**src/rtl/hazard_ctrl_pkg.sv**
```systemverilog
// ============================================================================
// Module      : hazard_ctrl_pkg
// Description : Shared types and constants for the pipeline hazard controller.
// Revision    : 1.0
// ============================================================================
`default_nettype none

package hazard_ctrl_pkg;

    typedef enum logic [1:0] {
        RUN    = 2'd0,
        FLUSH  = 2'd1,
        FREEZE = 2'd2
    } hc_state_t;

    localparam int HC_FLUSH_W        = 3;
    localparam int HC_FETCH_LAT_MIN  = 1;
    localparam int HC_FETCH_LAT_MAX  = 8;

    // Out-of-range latencies are clamped so the flush count always fits HC_FLUSH_W.
    function automatic logic [HC_FLUSH_W-1:0] hc_flush_init(input int lat);
        int l;
        l = lat;
        if (l < HC_FETCH_LAT_MIN) l = HC_FETCH_LAT_MIN;
        if (l > HC_FETCH_LAT_MAX) l = HC_FETCH_LAT_MAX;
        l = l - 1;
        return l[HC_FLUSH_W-1:0];
    endfunction

endpackage

`default_nettype wire

```
**src/rtl/hazard_ctrl_sat.sv**
```systemverilog
// ============================================================================
// Module      : sat_counter
// Description : Saturating up-counter with synchronous clear.
// Revision    : 1.0
// ============================================================================
`default_nettype none

module sat_counter #(
    parameter int CNT_W = 16
) (
    input  logic             clk,
    input  logic             rst_n,
    input  logic             inc,
    input  logic             clr,
    output logic [CNT_W-1:0] count
);

    localparam logic [CNT_W-1:0] c_ONE = {{(CNT_W-1){1'b0}}, 1'b1};

    logic [CNT_W-1:0] r_count;

    always_ff @(posedge clk or negedge rst_n) begin
        if (!rst_n) begin
            r_count <= '0;
        end else if (clr) begin
            r_count <= '0;
        end else if (inc && (r_count != '1)) begin
            r_count <= r_count + c_ONE;
        end
    end

    assign count = r_count;

endmodule

`default_nettype wire

```
**src/rtl/hazard_ctrl.sv**
```systemverilog
// ============================================================================
// Module      : hazard_ctrl
// Description : Stall/flush/freeze sequencing for the 5-stage RISC pipeline.
// Revision    : 1.0
// ============================================================================
`default_nettype none

module hazard_ctrl
    import hazard_ctrl_pkg::*;
#(
    parameter int REG_AW    = 5,
    parameter int FETCH_LAT = 2,
    parameter int CNT_W     = 16
) (
    input  logic              clk,
    input  logic              rst_n,
    input  logic [REG_AW-1:0] id_rs1,
    input  logic [REG_AW-1:0] id_rs2,
    input  logic              id_uses_rs1,
    input  logic              id_uses_rs2,
    input  logic [REG_AW-1:0] ex_rd,
    input  logic              ex_mem_read,
    input  logic              ex_branch_taken,
    input  logic              dmem_busy,
    input  logic              perf_clr,
    output logic              pc_en,
    output logic              pc_redirect,
    output logic              ifid_en,
    output logic              ifid_flush,
    output logic              idex_flush,
    output logic              exmem_en,
    output logic [CNT_W-1:0]  stall_cycles,
    output logic [CNT_W-1:0]  flush_events
);

    localparam logic [HC_FLUSH_W-1:0] c_FLUSH_INIT = hc_flush_init(FETCH_LAT);
    localparam logic [HC_FLUSH_W-1:0] c_FLUSH_ONE  = HC_FLUSH_W'(1);

    hc_state_t             r_state;
    hc_state_t             w_state_nxt;
    hc_state_t             w_eff_state;
    logic [HC_FLUSH_W-1:0] r_flush_left;
    logic [HC_FLUSH_W-1:0] w_flush_left_nxt;

    logic w_load_use;
    logic w_branch_acc;
    logic w_pc_en;
    logic w_pc_redirect;
    logic w_ifid_en;
    logic w_ifid_flush;
    logic w_idex_flush;
    logic w_exmem_en;

    assign w_load_use = ex_mem_read && (ex_rd != '0) &&
                        ((id_uses_rs1 && (id_rs1 == ex_rd)) ||
                         (id_uses_rs2 && (id_rs2 == ex_rd)));

    always_comb begin
        // An unbusy FREEZE cycle already behaves as the state it resumes into.
        w_eff_state = r_state;
        if (r_state == FREEZE) begin
            w_eff_state = (r_flush_left != '0) ? FLUSH : RUN;
        end

        w_state_nxt      = w_eff_state;
        w_flush_left_nxt = r_flush_left;
        w_branch_acc     = 1'b0;
        w_pc_en          = 1'b1;
        w_pc_redirect    = 1'b0;
        w_ifid_en        = 1'b1;
        w_ifid_flush     = 1'b0;
        w_idex_flush     = 1'b0;
        w_exmem_en       = 1'b1;

        if (!rst_n) begin
            w_state_nxt      = RUN;
            w_flush_left_nxt = '0;
            w_pc_en          = 1'b0;
            w_ifid_en        = 1'b0;
            w_exmem_en       = 1'b0;
            w_ifid_flush     = 1'b1;
            w_idex_flush     = 1'b1;
        end else if (dmem_busy) begin
            w_state_nxt = FREEZE;
            w_pc_en     = 1'b0;
            w_ifid_en   = 1'b0;
            w_exmem_en  = 1'b0;
        end else if (ex_branch_taken) begin
            w_branch_acc     = 1'b1;
            w_pc_redirect    = 1'b1;
            w_ifid_flush     = 1'b1;
            w_idex_flush     = 1'b1;
            w_flush_left_nxt = c_FLUSH_INIT;
            w_state_nxt      = (c_FLUSH_INIT != '0) ? FLUSH : RUN;
        end else if (w_eff_state == FLUSH) begin
            w_ifid_flush     = 1'b1;
            w_flush_left_nxt = r_flush_left - c_FLUSH_ONE;
            w_state_nxt      = (r_flush_left == c_FLUSH_ONE) ? RUN : FLUSH;
        end else if (w_load_use) begin
            w_pc_en      = 1'b0;
            w_ifid_en    = 1'b0;
            w_idex_flush = 1'b1;
        end
    end

    always_ff @(posedge clk or negedge rst_n) begin
        if (!rst_n) begin
            r_state      <= RUN;
            r_flush_left <= '0;
        end else begin
            r_state      <= w_state_nxt;
            r_flush_left <= w_flush_left_nxt;
        end
    end

    assign pc_en       = w_pc_en;
    assign pc_redirect = w_pc_redirect;
    assign ifid_en     = w_ifid_en;
    assign ifid_flush  = w_ifid_flush;
    assign idex_flush  = w_idex_flush;
    assign exmem_en    = w_exmem_en;

    sat_counter #(
        .CNT_W (CNT_W)
    ) u_stall_cnt (
        .clk   (clk),
        .rst_n (rst_n),
        .inc   (!w_pc_en),
        .clr   (perf_clr),
        .count (stall_cycles)
    );

    sat_counter #(
        .CNT_W (CNT_W)
    ) u_flush_cnt (
        .clk   (clk),
        .rst_n (rst_n),
        .inc   (w_branch_acc),
        .clr   (perf_clr),
        .count (flush_events)
    );

endmodule

`default_nettype wire

```
**config.mk**
```make
export PLATFORM = sky130hd
export DESIGN_NAME = hazard_ctrl
export DESIGN_NICKNAME = d
export VERILOG_FILES = /design/src/rtl/hazard_ctrl_pkg.sv /design/src/rtl/hazard_ctrl_sat.sv /design/src/rtl/hazard_ctrl.sv
export SDC_FILE = /design/constraint.sdc
export NUM_CORES = 1
export LEC_CHECK = 0
export ABC_AREA = 1
export BUFFER_PORTS_ARGS = -buffer_cell sky130_fd_sc_hd__buf_2
export CAP_MARGIN = 20
export CORE_MARGIN = 2
export CORE_UTILIZATION = 49
export CTS_BUF_LIST = sky130_fd_sc_hd__clkbuf_16
export CTS_CLUSTER_DIAMETER = 30
export DETAILED_ROUTE_END_ITERATION = 8
export HOLD_SLACK_MARGIN = 0.03
export PLACE_DENSITY = 0.77
export SYNTH_ARGS = -nofsm -noshare
export SYNTH_HDL_FRONTEND = slang
export SYNTH_SLANG_ARGS = --single-unit
export TNS_END_PERCENT = 100
```
**constraint.sdc**
```tcl
create_clock -name clk -period 1.75 [get_ports clk]
set_clock_uncertainty 0.05 [all_clocks]
set_input_delay 0.0875 -clock clk [delete_from_list [all_inputs] [get_ports clk]]
set_output_delay 0.0875 -clock clk [all_outputs]
set_load 0.05 [all_outputs]
```
Word level (Yosys, flattened, before mapping) --
Cells that the tools add are included.
Word-level totals: flip-flop bits (word level) 37, input port bits 23, output and inout port bits 38
Operators by class: add/subtract/negate cells 3, equal/unequal tests 9, multiplexer cells 34, reductions and logical operators 13
Operator list (count):
- two-way mux 16 bit | 4
- adder 16 x 1 -> 16 bit (second input constant) | 2
- inequality test 16 bit (second input constant) | 2
- two-way mux 1 bit | 21
- two-way mux 3 bit | 4
- equality test 5 bit | 2
- two-way mux 2 bit | 5
- logical AND 1 bit | 6
- nonzero test 5 bit | 1
- nonzero test 2 bit | 2
- equality test 3 x 1 -> 1 bit (second input constant) | 1
- inequality test 3 x 1 -> 1 bit (second input constant) | 1
- nonzero test 3 bit | 1
- subtractor 3 x 1 -> 3 bit (second input constant) | 1
- equality test 2 x 1 -> 1 bit (second input constant) | 1
- equality test 2 bit (second input constant) | 1
- inequality test 2 bit (second input constant) | 1
- AND reduction 2 bit | 1
- logical NOT 1 bit | 1
- logical OR 1 bit | 1

Longest topological paths before layout --
Gate-level depths: netlist of run 1.
word-level depth 13, mapped depth 14

Cells and area by module --
From an unflattened synthesis of run 1, not the netlist that was laid out.
Second synthesis, totals: cell total of the unflattened synthesis 387, area total of the unflattened synthesis 2652.5 um^2
By module, submodules not included:
- sat_counter | times used 2, cells each 144, area an instance 1037.2 um^2, sequential area each 400.4 um^2
- hazard_ctrl | times used 1, cells each 99, area an instance 578.1 um^2, sequential area each 125.1 um^2

Worst setup path before layout of run 1 --
Ideal clock, no wire load.
path kind input -> output, start point input rst_n, end point output pc_en, arrival time 2.373 ns, setup slack -0.760 ns, stages on the path 7, cell sequence inv_1 > nor2_2 > inv_1 > nor2_1 > inv_1 > nand2_1 > buf_4
On the way: word-level cells in the longest chain between the ends 1
RTL lines:
- from (decl) | line hazard_ctrl.sv:16 | input logic rst_n,
- two-way mux 1 bit
- to (decl) | line hazard_ctrl.sv:26 | output logic pc_en,
No other way between the ends.

Worst setup path after layout of run 1 --
start point register r_flush_left[0], end point output idex_flush
On the way: word-level cells in the longest chain between the ends 8
RTL lines:
- from (decl) | line hazard_ctrl.sv:42 | logic [HC_FLUSH_W-1:0] r_flush_left;
- from (signal assigned) | line hazard_ctrl.sv:112 | r_flush_left <= w_flush_left_nxt;
- nonzero test 3 bit | line hazard_ctrl.sv:62 | w_eff_state = (r_flush_left != '0) ? FLUSH : RUN;
- two-way mux 1 bit | line hazard_ctrl.sv:62
- two-way mux 2 bit | line hazard_ctrl.sv:61 | if (r_state == FREEZE) begin
- equality test 2 x 1 -> 1 bit | line hazard_ctrl.sv:95 | end else if (w_eff_state == FLUSH) begin
- two-way mux 1 bit | line hazard_ctrl.sv:95
- two-way mux 1 bit | line hazard_ctrl.sv:88 | end else if (ex_branch_taken) begin
- two-way mux 1 bit | line hazard_ctrl.sv:83 | end else if (dmem_busy) begin
- two-way mux 1 bit | line hazard_ctrl.sv:75 | if (!rst_n) begin
- to (decl) | line hazard_ctrl.sv:30 | output logic idex_flush,
No other way between the ends.

==> flow_summary.ini, run 1 <==
[status]
status = complete, but fails checks
violations = negative hold slack, negative setup slack

[placement]
post-place-ws_ns = -0.142
dp_cells = 520
gp_congestion = 0.931
placement.io_buffers = 60
hpwl_um = 4760

[power_and_ir_drop]
power_density_nw_per_um2 = 634
power_mw = 2.24
leakage_nw = 1.78
ir_drop_mv = 0.471

[cells_and_area]
multi_input_area_sq_um = 1600
drive_gt1_frac = 0.335
seq_area_sq_um = 935
nNetsFinal = 492
final_cell_count_no_fill = 535
final_core_util = 0.706
n_antenna_cell = 0
syn2layout_area_growth_pct = 41.1
fillers = 430

[synth]
ys_seq_area_frac = 0.369
yosysWarnings = 0
yosys-top-cells-count = nand2_1, nor2_1, inv_1, dfrtp_1, nand3_1
syn-cell-area_sq_um = 2510
synth_top_cell_by_area = dfrtp_1
synth.area.top_cells = dfrtp_1, nand2_1, nor2_1, nand3_1, inv_1
synth_nets = 399
synth_enable_flop_cells = 0
synthCells = 371
ys_types = 28
syn_avg_cell_area_sq_um = 6.76
synth_top_area_share = 0.369
yosysMostFrequentCell = nand2_1
ys_ff_latch = 37
synthArstFlopShare = 1.00
synth-main-ff-cell = dfrtp_1

[critical_path]
r2r_start = r_flush_left[0]
crit_fanout = 2
crit_path_start_kind = flip-flop
critPathRequiredTime_ns = 1.61
path_class = flip-flop to output port
crit_arrival_ns = 1.86
startpoint = r_flush_left[0]
cp-end-kind = output port

[sta]
setup_viol_count_final = 20
fmax_ghz = 0.501
fin_crit_sh = 1.14
slew_violations = 0
slew_headroom = 0.456
holdWs_ns = -0.132
worst_slew_pin_slew_ns = 0.815
period_minus_slack_ns = 2.00
hold_violations = 37
worst_slack_ns = -0.246
rsz0062_at_grt = yes
fin_tns_setup_ns = -3.47

[floorplanning]
die_width_um = 75.5
dieArea_sq_um = 5710
start_util = 0.500
rows = 26
die_y_um = 75.5
io_pins = 61
coreArea_sq_um = 5010

[detailed_routing]
drtIter0Drc = 238
wl_per_cell_um = 13.2
avgViaCountPerCell = 5.13
num_vias = 2743
drtPass1Iterations = 4
routed_wirelength_um = 7070
ant_nets = 0
route.detailed.drc = 0

[global_route]
grt_pass1_vias = 2453
grt_pass1_wl_um = 10500
grt_max_degree = 39
antenna_found_initial = 0
grt.overflow.total = 0
track_usage = 0.235

[clock_network]
clock_latency_ns = 0.28
cts_tree = yes
cts.sinks = 37
cts_buffers = 5
cts_buffer_depth = 2
htreeDepth = 2
ctsRootBufferMaster = clkbuf_16
clkTransAtPathRegs_ns = 0.06

[worst_hold_path]
hp-class = primary input to async pin

[flow_run]
maxCapViolations = 0
-- area by class of cell --
cell class              count  area share
well taps                  70      0.0248
flip-flops and latches     37       0.264
clock buffers               5      0.0354
multi-input cells         283       0.453
inverters                  43      0.0456
repair buffers             94       0.173
clock inverters             3     0.00424
-- power breakdown --
group          internal, mW  leakage [nW]  switching, mW  total, mW
logic                 0.193          1.22          0.305      0.498
registers             0.881         0.499         0.0227      0.903
clock network         0.516        0.0687          0.327      0.843
-- layer usage --
layer | routed length [um] | vias up | GRT usage
met5 | 0 | - | 0
met4 | 69 | 0 | 0.0526
met3 | 351 | 7 | 0.0423
met2 | 3620 | 91 | 0.404
met1 | 3030 | 1273 | 0.308
li1 | - | 1372 | -
-- worst max-delay path: stages (launching register included) --
cell and delay [ns]:
dfrtp_1 0.38, inv_2 0.08, ha_4 0.14, ha_4 0.12
inv_2 0.04, a21oi_4 0.12, a21oi_2 0.06, nor2_1 0.10
nand2_1 0.11, buf_6 0.14, a21oi_4 0.11, buf_6 0.17
-- per-stage QoR --
stage	hold WS, ns	instance area, sq um
floorplan	-0.258	2560
CTS	-0.111	3330
global placement	0.187	3100
detailed placement	0.183	3100
global route	-0.0762	3540
finish	-0.132	3540
-- worst paths after layout --
path,endpoint,slack (ns),depth (start not counted)
min in group clk,r_state[1],0.05,3
max in group asynchronous,u_flush_cnt.count[0],1.41,2
setup reg to reg,u_stall_cnt.count[10],-0.19,13
setup / recovery,idex_flush,-0.25,11
hold reg to reg,u_stall_cnt.count[3],0.50,2
hold / removal,u_flush_cnt.count[3],-0.13,2
-- registers in the layout, indices dropped and copies added (netlist names) --
register / flops
r_flush_left: 3
r_state: 2
u_flush_cnt.count: 16
u_stall_cnt.count: 16
-- cells in the final DEF (no fill, tap or decap), types with 3 or more instances in the layout --
cell type / n
buf_8: 3
dfrtp_2: 7
nand2_1: 104
buf_2: 56
buf_4: 29
nand4_1: 6
inv_2: 5
nor2_1: 51
nand3_1: 19
nand3_2: 16
ha_4: 4
nor2_4: 4
dfrtp_1: 30
nand2_4: 3
nand2_2: 6
o21ai_0: 17
clkbuf_16: 5
xor2_1: 15
a21oi_1: 5
buf_6: 6
nor3_1: 15
inv_1: 39
-- cells by family (layout without fill, tap and decap cells) --
| logic type | Yosys count | in the layout | synth area share |
|---|---|---|---|
| fa+ha+maj | 5 | 5 | 0.0250 |
| simple gates | 232 | 233 | 0.402 |
| compound gates | 29 | 29 | 0.0619 |
| flops | 37 | 37 | 0.369 |
| xor+xnor | 16 | 16 | 0.0559 |
| buf+inv | 52 | 145 | 0.0858 |
-- timing repair --
item                                    4_1_cts  5_1_grt
endpoints found under the hold margin        37       37
endpoints found under the setup margin       23       31
resized for setup                            23       35
pin swaps                                     5       23
buffers inserted                              1        4
gates cloned                                  0        2
No activity file was read; power rests on OpenSTA's default activity.
==> run 2, diff against run 1 <==
--- a/config.mk
+++ b/config.mk
@@ -8,13 +8,15 @@
 export ABC_AREA = 1
 export BUFFER_PORTS_ARGS = -buffer_cell sky130_fd_sc_hd__buf_2
 export CAP_MARGIN = 20
+export CELL_PAD_IN_SITES_DETAIL_PLACEMENT = 1
+export CELL_PAD_IN_SITES_GLOBAL_PLACEMENT = 2
 export CORE_MARGIN = 2
-export CORE_UTILIZATION = 49
+export CORE_UTILIZATION = 26
 export CTS_BUF_LIST = sky130_fd_sc_hd__clkbuf_16
 export CTS_CLUSTER_DIAMETER = 30
 export DETAILED_ROUTE_END_ITERATION = 8
-export HOLD_SLACK_MARGIN = 0.03
-export PLACE_DENSITY = 0.77
+export HOLD_SLACK_MARGIN = 0.02
+export PLACE_DENSITY = 0.76
 export SYNTH_ARGS = -nofsm -noshare
 export SYNTH_HDL_FRONTEND = slang
 export SYNTH_SLANG_ARGS = --single-unit
==> flow_summary.ini, run 2 (synthesized netlist as in run 1, its figures left out) <==
[floorplanning]
coreArea_sq_um = 9280
dieArea_sq_um = 10400
die_width_um = 102
die_y_um = 102
rows = 35
start_util = 0.270
io_pins = 61

[sta]
fin_crit_sh = 1.13
rsz0062_at_grt = yes
setup_viol_count_final = 20
fmax_ghz = 0.507
slew_violations = 0
worst_slack_ns = -0.222
hold_violations = 0
worst_slew_pin_slew_ns = 0.525
fin_tns_setup_ns = -2.30
slew_headroom = 0.650
period_minus_slack_ns = 1.97

[global_route]
grt.overflow.total = 0
antenna_found_initial = 1
grt_pass1_vias = 2882
track_usage = 0.175
grt_max_degree = 38
grt_pass1_wl_um = 14400

[critical_path]
crit_fanout = 2
crit_path_start_kind = flip-flop
crit_arrival_ns = 1.83
cp-end-kind = output port
critPathRequiredTime_ns = 1.61
path_class = flip-flop to output port

[clock_network]
cts_buffer_depth = 2
cts.sinks = 37
htreeDepth = 2
clock_latency_ns = 0.28
clkTransAtPathRegs_ns = 0.05
ctsRootBufferMaster = clkbuf_16
cts_buffers = 5
cts_tree = yes

[detailed_routing]
route.detailed.drc = 0
avgViaCountPerCell = 4.57
num_vias = 2737
wl_per_cell_um = 13.9
ant_nets = 0
wirelength_met1_um = 4000
drtPass1Iterations = 4
top_layer_used = met4
routed_wirelength_um = 8310
drtIter0Drc = 58
routed-wl-met3_um = 220
wl_met2_um = 4000

[placement]
placement.io_buffers = 60
hpwl_um = 6220
post-place-ws_ns = -0.185
place_area_sq_um = 3210
gp_congestion = 0.823

[cells_and_area]
drive_gt1_frac = 0.349
fillers = 1220
final_cell_mix = nand2_1, buf_2, nor2_1
mostFrequentLayoutCell = nand2_1
n_antenna_cell = 0
syn2layout_area_growth_pct = 46.2
final_core_util = 0.395
nNetsFinal = 497
final_area_sq_um = 3660

[power_and_ir_drop]
ir_drop_mv = 0.315
leakage_nw = 1.82
power_mw = 2.28
power_density_nw_per_um2 = 623

[flow_run]
maxCapViolations = 0

[worst_hold_path]
hp-class = primary input to flip-flop

[status]
status = complete, but fails checks
violations = negative setup slack
## run 2: metal layers
| metal | up-vias | GRT usage |
|---|---|---|
| met5 | - | 0 |
| met4 | 0 | 0.0400 |
| met3 | 8 | 0.0260 |
| met2 | 41 | 0.293 |
| met1 | 1321 | 0.238 |
| li1 | 1367 | - |
## run 2: critical path, stage by stage, from the launching register on
cell,delay [ns]
dfrtp_1,0.39
inv_2,0.08
ha_4,0.14
ha_4,0.11
inv_2,0.04
a21oi_4,0.12
a21oi_2,0.05
nor2_1,0.12
nand2_1,0.10
buf_6,0.13
a21oi_4,0.11
buf_6,0.17
## run 2: timing repair
item / CTS / global route
setup endpoints to repair: 20 / 35
hold buffers: 1 / 0
buffers inserted: 6 / 5
endpoints found under the hold margin: 37 / 0
pin swaps: 25 / 9
resized for setup: 51 / 16
## run 2: where the power goes
group          switching (mW)  leakage (nW)  internal, mW
Clock                   0.349        0.0738         0.513
Combinational           0.316          1.25         0.206
Sequential             0.0201         0.499         0.880
Total                   0.685          1.82          1.60
## run 2: final cells by class
class	count	area, sq um	share of cell area
clock inverters	3	11.3	0.00307
repair buffers	100	658	0.180
flip-flops and latches	37	935	0.255
multi-input cells	282	1610	0.440
inverters	43	161	0.0440
clock buffers	5	125	0.0341
well taps	129	161	0.0440
## run 2: worst paths after layout
path / from / endpoint / slack (ns) / cells past startpoint
min in group asynchronous: rst_n / u_flush_cnt.count[14] / 0.49 / 3
hold reg to reg: u_stall_cnt.count[3] / u_stall_cnt.count[3] / 0.50 / 2
setup / recovery: r_flush_left[0] / idex_flush / -0.22 / 11
setup reg to reg: r_flush_left[0] / u_stall_cnt.count[10] / -0.13 / 13
hold / removal: dmem_busy / r_state[1] / 0.08 / 3
max in group asynchronous: rst_n / u_flush_cnt.count[1] / 0.78 / 3
## run 2: per-stage QoR
| step | hold slack [ns] | instances |
|---|---|---|
| floorplan | -0.258 | 371 |
| global placement | 0.251 | 583 |
| detailed placement | 0.240 | 583 |
| CTS | 0.0640 | 597 |
| global route | 0.107 | 599 |
| finish | 0.0767 | 599 |
==> run 3, diff against run 2 <==
--- a/config.mk
+++ b/config.mk
@@ -5,18 +5,17 @@
 export SDC_FILE = /design/constraint.sdc
 export NUM_CORES = 1
 export LEC_CHECK = 0
-export ABC_AREA = 1
 export BUFFER_PORTS_ARGS = -buffer_cell sky130_fd_sc_hd__buf_2
 export CAP_MARGIN = 20
 export CELL_PAD_IN_SITES_DETAIL_PLACEMENT = 1
 export CELL_PAD_IN_SITES_GLOBAL_PLACEMENT = 2
-export CORE_MARGIN = 2
-export CORE_UTILIZATION = 26
+export CORE_MARGIN = 3
+export CORE_UTILIZATION = 27
 export CTS_BUF_LIST = sky130_fd_sc_hd__clkbuf_16
 export CTS_CLUSTER_DIAMETER = 30
 export DETAILED_ROUTE_END_ITERATION = 8
 export HOLD_SLACK_MARGIN = 0.02
-export PLACE_DENSITY = 0.76
+export PLACE_DENSITY = 0.74
 export SYNTH_ARGS = -nofsm -noshare
 export SYNTH_HDL_FRONTEND = slang
 export SYNTH_SLANG_ARGS = --single-unit
==> flow_summary.ini, run 3 <==
[floorplanning]
dieArea_sq_um = 9030
coreArea_sq_um = 7490
die_y_um = 95.0
die_width_um = 95.0
io_pins = 61
start_util = 0.286
rows = 31

[cells_and_area]
syn2layout_area_growth_pct = 63.8
fillers = 887
final_cell_mix = buf_4, buf_2, dfrtp_2
final_cell_count_no_fill = 456
drive_gt1_frac = 0.574
final_area_sq_um = 3510
nNetsFinal = 385
n_antenna_cell = 0
final_core_util = 0.468
mostFrequentLayoutCell = buf_4

[placement]
placement.io_buffers = 60
gp_congestion = 0.764
hpwl_um = 4940
place_area_sq_um = 3090
dp_cells = 438
post-place-ws_ns = -0.489

[detailed_routing]
routed_wirelength_um = 6860
num_vias = 2162
wl_per_cell_um = 15.0
ant_nets = 0
drtIter0Drc = 104
avgViaCountPerCell = 4.74
route.detailed.drc = 0
drtPass1Iterations = 4

[synth]
synth_top_area_share = 0.432
ys_types = 39
synth-main-ff-cell = dfrtp_1
synth_top_cell_by_area = dfrtp_1
synth.area.top_cells = dfrtp_1, xnor2_1, xor2_1, nor2_1, a21oi_1
syn-cell-area_sq_um = 2140
ys_ff_latch = 37
syn_avg_cell_area_sq_um = 9.11
ys_seq_area_frac = 0.432
yosys-top-cells-count = dfrtp_1, nor2_1, nand2_1, a21oi_1, nand3_1
synthArstFlopShare = 1.00
yosysWarnings = 0
synthCells = 235
synth_enable_flop_cells = 0
synth_nets = 263
yosysMostFrequentCell = dfrtp_1

[sta]
slew_violations = 0
worst_slack_ns = -0.429
worst_slew_pin_slew_ns = 0.685
rsz0062_at_grt = yes
holdWs_ns = -0.140
slew_headroom = 0.543
fin_tns_setup_ns = -7.79
fin_crit_sh = 1.25
period_minus_slack_ns = 2.18
fmax_ghz = 0.459
hold_violations = 37
setup_viol_count_final = 23

[critical_path]
crit_path_start_kind = flip-flop
cp-end-kind = output port
cp_slowest_cell = or3b_4
slowest_delay_ns = 0.38
startpoint = r_flush_left[0]
path_common_cell = ha_4
cp_cell_sequence = inv_2 > ha_4 > ha_4 > or3b_4 > and2_4 > nand4_1 > o21a_2 > buf_6 > buf_8
crit_arrival_ns = 2.04
r2r_start = r_flush_left[0]
path_class = flip-flop to output port
crit_fanout = 3
critPathRequiredTime_ns = 1.61

[status]
violations = negative hold slack, negative setup slack
status = complete, but fails checks

[clock_network]
cts.sinks = 37
cts_buffer_depth = 2
clkTransAtPathRegs_ns = 0.06
ctsRootBufferMaster = clkbuf_16
clock_latency_ns = 0.28
cts_tree = yes
htreeDepth = 2
cts_buffers = 5

[global_route]
grt.overflow.total = 0
antenna_found_initial = 0
track_usage = 0.154
grt_max_degree = 43
grt_pass1_vias = 2245
grt_pass1_wl_um = 11000

[flow_run]
maxCapViolations = 0

[power_and_ir_drop]
power_density_nw_per_um2 = 618
ir_drop_mv = 0.314
leakage_nw = 1.58

[worst_hold_path]
hp-class = primary input to async pin
## run 3: cell types whose count changed after synthesis, sizes merged, moves of 13 or more
cell	delta
nor3	-14
nor2	-31
inv	-37
nand3	-20
nand2	-94
xnor2	+13
## run 3: what timing repair did
action / 4_1_cts / 5_1_grt
buffers inserted: 4 / 12
cloned: 0 / 1
gates resized for setup: 17 / 29
hold endpoints to repair: 37 / 37
endpoints found under the setup margin: 29 / 35
pin swaps: 9 / 17
## run 3: worst max-delay path, delay by kind of cell, from the launching register on
family                     cells  cell delay (ns)
adders and majority gates      2             0.31
and+or+nand+nor                3             0.64
buffers and inverters          3             0.28
AOI/OAI and AO/OA              1             0.16
DFF                            1             0.37
## run 3: kinds of logic (layout without fill, tap and decap cells)
| kind of cell | Yosys count | in the layout | synth area share |
|---|---|---|---|
| AND/OR/NAND/NOR | 109 | 109 | 0.279 |
| AO/OA/AOI/OAI | 42 | 42 | 0.111 |
| flip-flops | 37 | 37 | 0.432 |
| XOR/XNOR | 26 | 26 | 0.106 |
| buffers and inverters | 14 | 136 | 0.0321 |
| adder cells (fa/ha/maj) | 5 | 5 | 0.0292 |
| multiplexers | 2 | 2 | 0.00935 |
## run 3: layout make-up
cell class,count,area [sq um],area share
timing repair buffer,123,860,0.245
inverter,6,22.5,0.00642
tap,99,124,0.0353
multi-input combinational,184,1400,0.400
clock buffer,5,125,0.0357
clock inverter,2,8.76,0.00250
sequential,37,962,0.274
## run 3: report_power, final
group          internal (mW)  switching, mW  total, mW
combinational          0.192          0.230      0.422
clock                  0.512          0.342      0.854
sequential             0.875         0.0153      0.891
## run 3: metrics by stage
step / hold slack (ns) / power [mW]
finish: -0.140 / 2.17
global route: -0.0934 / 2.28
CTS: -0.103 / 2.17
detailed placement: 0.201 / 1.27
global placement: 0.199 / 1.26
floorplan: -0.258 / 1.12
## run 3: final timing paths
check                      slack [ns]  cells past startpoint                    end
max                             -0.43                      9                  pc_en
min                             -0.14                      2   u_flush_cnt.count[0]
max reg2reg                     -0.39                     11   u_stall_cnt.count[4]
min reg2reg                      0.51                      2  u_flush_cnt.count[14]
max in group asynchronous        1.37                      2   u_stall_cnt.count[7]
min in group clk                 0.15                      3             r_state[1]
## run 3: metal layers
layer / routed length [um] / track usage
met5: 0 / 0
met2: 3580 / 0.263
met3: 208 / 0.0268
met4: 57 / 0.0361
met1: 3010 / 0.202
